$ cat src/rtl/pe_pkg.sv
// ----------------------------------------------------------------------------
// pe_pkg
//   Shared definitions for the priority encoder / priority decoder pair.
//   Holds the default vector and index widths so that both ends of an
//   encoder -> decoder chain agree, and the decoder FSM state type.
//
//   Contents:
//     PE_DATA_LEN    default width of the one-hot / raw data vector
//     PE_RESULT_LEN  default width of the encoded index ($clog2 of the above)
//     pd_state_t     decoder control states IDLE / LOAD / WALK / DONE
// ----------------------------------------------------------------------------
package pe_pkg;

    localparam int PE_DATA_LEN   = 20;
    localparam int PE_RESULT_LEN = $clog2(PE_DATA_LEN);

    typedef enum logic [1:0] {
        IDLE = 2'd0,
        LOAD = 2'd1,
        WALK = 2'd2,
        DONE = 2'd3
    } pd_state_t;

endpackage : pe_pkg

$ cat src/rtl/pd_walker.sv
// ----------------------------------------------------------------------------
// pd_walker
//   Datapath of the priority decoder. A single set bit walks up a shift
//   register, one position per step, while a counter tracks its position.
//   hit_o tells the controlling FSM that the walking bit sits at the
//   requested index. With THERMO_MASK_EN defined, a thermometer mask is
//   grown in lock-step so that it covers bits [count:0].
//
//   Ports:
//     clk       in   clock, rising edge
//     rst       in   asynchronous active-low reset
//     load_i    in   restart the walk: walker=1, count=0 (mask=1)
//     step_i    in   advance the walk by one bit position
//     index_i   in   target bit position (compared against count)
//     walker_o  out  current one-hot walking vector
//     hit_o     out  count equals index_i
//     mask_o    out  thermometer mask [count:0]  (THERMO_MASK_EN only)
//
//   Configuration macro: THERMO_MASK_EN
// ----------------------------------------------------------------------------
module pd_walker
    import pe_pkg::*;
#(
    parameter int DATA_LEN   = PE_DATA_LEN,
    parameter int RESULT_LEN = PE_RESULT_LEN
) (
    input  logic                  clk,
    input  logic                  rst,
    input  logic                  load_i,
    input  logic                  step_i,
    input  logic [RESULT_LEN-1:0] index_i,
    output logic [DATA_LEN-1:0]   walker_o,
`ifdef THERMO_MASK_EN
    output logic [DATA_LEN-1:0]   mask_o,
`endif
    output logic                  hit_o
);

    localparam logic [DATA_LEN-1:0] ONE_HOT_LSB = {{(DATA_LEN-1){1'b0}}, 1'b1};

    logic [DATA_LEN-1:0]   walker_q, walker_d;
    logic [RESULT_LEN-1:0] count_q,  count_d;
`ifdef THERMO_MASK_EN
    logic [DATA_LEN-1:0]   mask_q,   mask_d;
`endif

    // Load has priority over step so a fresh request always starts from bit 0.
    always_comb begin
        walker_d = walker_q;
        count_d  = count_q;
`ifdef THERMO_MASK_EN
        mask_d   = mask_q;
`endif
        if (load_i) begin
            walker_d = ONE_HOT_LSB;
            count_d  = '0;
`ifdef THERMO_MASK_EN
            mask_d   = ONE_HOT_LSB;
`endif
        end else if (step_i) begin
            walker_d = walker_q << 1;
            // The FSM stops stepping at index < DATA_LEN, so count never wraps.
            count_d  = count_q + 1'b1;
`ifdef THERMO_MASK_EN
            mask_d   = (mask_q << 1) | ONE_HOT_LSB;
`endif
        end
    end

    always_ff @(posedge clk or negedge rst) begin
        if (!rst) begin
            walker_q <= '0;
            count_q  <= '0;
`ifdef THERMO_MASK_EN
            mask_q   <= '0;
`endif
        end else begin
            walker_q <= walker_d;
            count_q  <= count_d;
`ifdef THERMO_MASK_EN
            mask_q   <= mask_d;
`endif
        end
    end

    assign walker_o = walker_q;
    assign hit_o    = (count_q == index_i);
`ifdef THERMO_MASK_EN
    assign mask_o   = mask_q;
`endif

endmodule : pd_walker

$ cat src/rtl/priority_decoder.sv
// ----------------------------------------------------------------------------
// priority_decoder
//   Inverse of priority_encoder: rebuilds a one-hot DATA_LEN vector from an
//   encoded index plus zero flag. A request is accepted in IDLE, checked in
//   LOAD, the bit is walked into place in WALK, and DONE raises a one-cycle
//   completion pulse. Results are held until the next accepted request.
//
//   Latency from the accepting edge to dut_done: index+3 cycles for a valid
//   index, 2 cycles for zero_in=1 or an out-of-range index.
//
//   Ports:
//     clk        in   clock, rising edge
//     rst        in   asynchronous active-low reset
//     dut_start  in   request, sampled only while dut_ready=1
//     dut_ready  out  idle, will accept dut_start
//     dut_done   out  one-cycle pulse, data_out / err_f valid
//     index_in   in   bit position to set (encoder result)
//     zero_in    in   encoder zero flag, forces an all-zero result
//     data_out   out  one-hot result
//     err_f      out  index_in >= DATA_LEN with zero_in=0
//     mask_out   out  thermometer mask [index:0] (THERMO_MASK_EN only)
//
//   Configuration macro: THERMO_MASK_EN adds mask_out and its register.
// ----------------------------------------------------------------------------
module priority_decoder
    import pe_pkg::*;
#(
    parameter int DATA_LEN   = PE_DATA_LEN,
    parameter int RESULT_LEN = PE_RESULT_LEN
) (
    input  logic                  clk,
    input  logic                  rst,
    input  logic                  dut_start,
    output logic                  dut_ready,
    output logic                  dut_done,
    input  logic [RESULT_LEN-1:0] index_in,
    input  logic                  zero_in,
    output logic [DATA_LEN-1:0]   data_out,
`ifdef THERMO_MASK_EN
    output logic [DATA_LEN-1:0]   mask_out,
`endif
    output logic                  err_f
);

    pd_state_t             state_q, state_d;
    logic [RESULT_LEN-1:0] index_q, index_d;
    logic                  zero_q,  zero_d;
    logic [DATA_LEN-1:0]   data_q,  data_d;
    logic                  err_q,   err_d;
`ifdef THERMO_MASK_EN
    logic [DATA_LEN-1:0]   mask_q,  mask_d;
    logic [DATA_LEN-1:0]   walk_mask;
`endif

    logic                  walk_load;
    logic                  walk_step;
    logic                  walk_hit;
    logic [DATA_LEN-1:0]   walk_vec;
    logic                  index_oob;

    // Index widened to 32 bits so the range check also works when
    // RESULT_LEN can encode values at or beyond DATA_LEN.
    assign index_oob = ({{(32-RESULT_LEN){1'b0}}, index_q} >= 32'(DATA_LEN));

    pd_walker #(
        .DATA_LEN   (DATA_LEN),
        .RESULT_LEN (RESULT_LEN)
    ) u_walker (
        .clk      (clk),
        .rst      (rst),
        .load_i   (walk_load),
        .step_i   (walk_step),
        .index_i  (index_q),
        .walker_o (walk_vec),
`ifdef THERMO_MASK_EN
        .mask_o   (walk_mask),
`endif
        .hit_o    (walk_hit)
    );

    always_comb begin
        state_d   = state_q;
        index_d   = index_q;
        zero_d    = zero_q;
        data_d    = data_q;
        err_d     = err_q;
`ifdef THERMO_MASK_EN
        mask_d    = mask_q;
`endif
        walk_load = 1'b0;
        walk_step = 1'b0;

        case (state_q)
            IDLE: begin
                if (dut_start) begin
                    // Inputs are captured here only; later changes are ignored.
                    index_d = index_in;
                    zero_d  = zero_in;
                    data_d  = '0;
                    err_d   = 1'b0;
`ifdef THERMO_MASK_EN
                    mask_d  = '0;
`endif
                    state_d = LOAD;
                end
            end

            LOAD: begin
                if (zero_q) begin
                    state_d = DONE;
                end else if (index_oob) begin
                    err_d   = 1'b1;
                    state_d = DONE;
                end else begin
                    walk_load = 1'b1;
                    state_d   = WALK;
                end
            end

            WALK: begin
                if (walk_hit) begin
                    data_d  = walk_vec;
`ifdef THERMO_MASK_EN
                    mask_d  = walk_mask;
`endif
                    state_d = DONE;
                end else begin
                    walk_step = 1'b1;
                end
            end

            DONE: begin
                state_d = IDLE;
            end

            default: begin
                state_d = IDLE;
            end
        endcase
    end

    always_ff @(posedge clk or negedge rst) begin
        if (!rst) begin
            state_q <= IDLE;
            index_q <= '0;
            zero_q  <= 1'b0;
            data_q  <= '0;
            err_q   <= 1'b0;
`ifdef THERMO_MASK_EN
            mask_q  <= '0;
`endif
        end else begin
            state_q <= state_d;
            index_q <= index_d;
            zero_q  <= zero_d;
            data_q  <= data_d;
            err_q   <= err_d;
`ifdef THERMO_MASK_EN
            mask_q  <= mask_d;
`endif
        end
    end

    assign dut_ready = (state_q == IDLE);
    assign dut_done  = (state_q == DONE);
    assign data_out  = data_q;
    assign err_f     = err_q;
`ifdef THERMO_MASK_EN
    assign mask_out  = mask_q;
`endif

endmodule : priority_decoder

$ cat config.mk
export PLATFORM = sky130hd
export DESIGN_NAME = priority_decoder
export DESIGN_NICKNAME = d
export VERILOG_FILES = /design/src/rtl/pe_pkg.sv /design/src/rtl/pd_walker.sv /design/src/rtl/priority_decoder.sv
export SDC_FILE = /design/constraint.sdc
export NUM_CORES = 1
export LEC_CHECK = 0
export ABC_AREA = 1
export ABC_CLOCK_PERIOD_IN_PS = 2200
export CORE_ASPECT_RATIO = 0.5
export CORE_MARGIN = 2
export CORE_UTILIZATION = 58
export CTS_CLUSTER_SIZE = 14
export DETAILED_ROUTE_END_ITERATION = 10
export PLACE_DENSITY = 0.83
export SYNTH_ARGS = -nofsm -noshare
export SYNTH_HDL_FRONTEND = slang
export SYNTH_SLANG_ARGS = --single-unit
$ cat constraint.sdc
create_clock -name clk -period 2.2 [get_ports clk]
set_input_delay 0.22 -clock clk [delete_from_list [all_inputs] [get_ports clk]]
set_output_delay 0.22 -clock clk [all_outputs]
set_load 0.03 [all_outputs]
==> impl_metrics.py <==
metrics = {
    "synthesis": {
        "yosysTopAreaCellShare_pct": 55.99,
        "yosysTopAreaCell": "dfrtp_1",
        "ys_types": 19,
        "synth_area_leaders": "dfrtp_1 (56%), nand2_1 (16%), nand3_1 (6.8%)",
        "mappedNetlistNets": 290,
        "synthCells": 276,
        "yosysWarnings": 0,
        "avgSynthCellArea_um2": 8.745,
        "syn-cell-area_mm2": 0.002414,
        "ys_seq_area_share_pct": 55.99,
        "synth_seq_cells": 54,
    },
    "sta": {
        "slew_headroom_pct": 48.28,
        "post-route-period-util_pct": 91.67,
        "rsz0062_at_grt": "false",
        "worstMarginPinSlew_ns": 0.7749,
        "slew_violations": 0,
        "fin_worst_skew_ns": 0.01315,
        "period_needed_ns": 2.017,
        "whs_ns": 0.02821,
        "setup_viol": 0,
        "hold_viol": 0,
        "layout_setup_ws_ns": 0.1833,
        "max_freq_mhz": 495.8,
        "setup_tns_ns": 0,
    },
    "detailed_routing": {
        "dr.pass1.iters": 6,
        "wl_per_cell_um": 13.18,
        "drcViolationCount": 0,
        "drt_iter0_drc": 166,
        "wirelength_um": 4704,
        "route.vias.total": 1906,
        "routed_via_density": 5.339,
        "final_antenna_net_count": 0,
    },
    "finish": {
        "num_antenna_cells": 0,
        "final_common_cell": "nand2_1",
        "n_fill_cell": 290,
        "multi_input_area_um2": 919.6,
        "regArea_mm2": 0.001351,
        "fin_nets": 317,
        "post-route-util_pct": 72.14,
        "drive_above_1_share_pct": 6.271,
        "final_cell_mix": "nand2_1 (105), dfrtp_1 (54), nand3_1 (33)",
        "area_growth_pct": 17.88,
    },
    "power_and_ir_drop": {
        "peakVddDrop_v": 0.0009347,
        "powerDensity_mw_per_mm2": 1316,
        "cellLeakagePower_uw": 0.001522,
        "report.power.total_uw": 3744,
    },
    "floorplan": {
        "dieArea_mm2": 0.004725,
        "ios": 32,
        "core.rowCount": 16,
        "start_util_pct": 61.20,
        "die_x_um": 95.23,
        "fp.dieH_um": 49.62,
        "core_area_mm2": 0.003944,
    },
    "status": {
        "status": "finished clean",
    },
    "setup_path": {
        "arrival_ns": 1.80,
        "end_kind": "output port",
        "critPathKind": "reg2out",
        "cp_max_fo": 5,
        "worst-r2r-cell-count": 11,
        "crit_path_start_kind": "register",
        "crit_required_ns": 1.98,
    },
    "placement": {
        "place_congestion": 0.7481,
        "place_ws_ns": 0.1313,
        "hpwl_um": 3027,
        "numPortBuffers": 31,
    },
    "clocking": {
        "clockBufferDepth": 2,
        "numCtsBuffers": 5,
        "cts_sinks": 54,
        "cts_tree": "done",
        "post-cts-setup-buffers": 0,
        "insertion_delay_ns": 0.31,
        "path_clk_slew_ns": 0.09,
        "cts.htree.levels": 2,
        "clockRootBuffer": "clkbuf_8",
    },
    "global_routing": {
        "grt_pass1_vias": 1789,
        "grt_max_degree": 55,
        "grt_overflow_total": 0,
        "grt_pass1_wl_um": 8045,
        "track_usage_pct": 21.84,
        "antenna_found_initial": 0,
    },
    "job": {
        "drv.max_cap_violation_count": 0,
    },
    "hold_path": {
        "hp-class": "in2async",
    },
}
==> cell usage after synthesis <==
cell type and n:
nand3_1 33, or2_2 1, nor2_1 10, clkbuf_1 6, xor2_1 3, dfrtp_1 54, mux2_2 2, nand2_2 1
inv_1 13, a21oi_1 4, nand3b_1 3, nand2_1 105, nand4_1 20, buf_2 8, ha_1 5, o21ai_1 1
buf_6 3, xnor2_1 1, o21ai_0 3
==> final timing paths <==
kind                                     to                 from  slack [ns]
worst max-delay path              dut_ready           state_q[0]        0.18
worst min-delay path             index_q[4]                  rst        0.03
worst max register to register  data_out[7]  u_walker.count_q[2]        0.26
worst min register to register  data_out[9]          data_out[9]        0.47
max in group asynchronous       data_out[1]                  rst        1.73
min in group clk                data_out[9]          data_out[9]        0.47
==> layer usage <==
layer	global-route usage [%]	vias to the layer above	share of wire, %
met2	37.32	62	50
li1	-	946	-
met1	28.66	890	44
met3	4.587	8	4.8
met4	5.556	0	1.4
met5	0	-	0
==> final cells by class <==
class / count / share of cell area [%]
Clock inverter: 2 / 1.363
Tap cell: 54 / 2.375
Clock buffer: 5 / 2.419
Multi-Input combinational cell: 192 / 32.32
Timing Repair Buffer: 37 / 12.31
Inverter: 13 / 1.715
Sequential cell: 54 / 47.49
==> stage by stage <==
| stage | cell area [um2] | cells |
|---|---|---|
| 2_1_floorplan | 2414 | 276 |
| 3_3_place_gp | 2735 | 350 |
| 3_5_place_dp | 2735 | 350 |
| 4_1_cts | 2843 | 357 |
| 5_1_grt | 2845 | 357 |
| 6_report | 2845 | 357 |
==> critical path, cell delays in order (launching register included) <==
cell	delay (ns)
dfrtp_1	0.43
inv_1	0.13
ha_1	0.24
clkdlybuf4s50_1	0.69
==> timing repair <==
action / in CTS / in global routing
resized for setup: 0 / 1
hold buffers: 0 / 0
setup endpoints to repair: 0 / 20
==> cell families after synthesis <==
| kind of cell | after synthesis | synth area share (%) |
|---|---|---|
| AO/OA/AOI/OAI | 8 | 1.659 |
| XOR/XNOR | 4 | 1.452 |
| adder cells (fa/ha/maj) | 5 | 2.592 |
| buffers and inverters | 30 | 6.014 |
| flip-flops | 54 | 55.99 |
| multiplexers | 2 | 0.9331 |
| AND/OR/NAND/NOR | 173 | 31.36 |
==> power breakdown <==
part           internal [uW]  switching, uW
logic                    553           1010
registers               1280            245
clock network            335            316
==> registers in the layout, summed over array words and instances (netlist names) <==
signal and flops:
data_out 20, u_walker.walker_o 20, index_q 5, u_walker.count_q 5, state_q 2, err_f 1, zero_q 1
(Power assumes the default switching activity.)
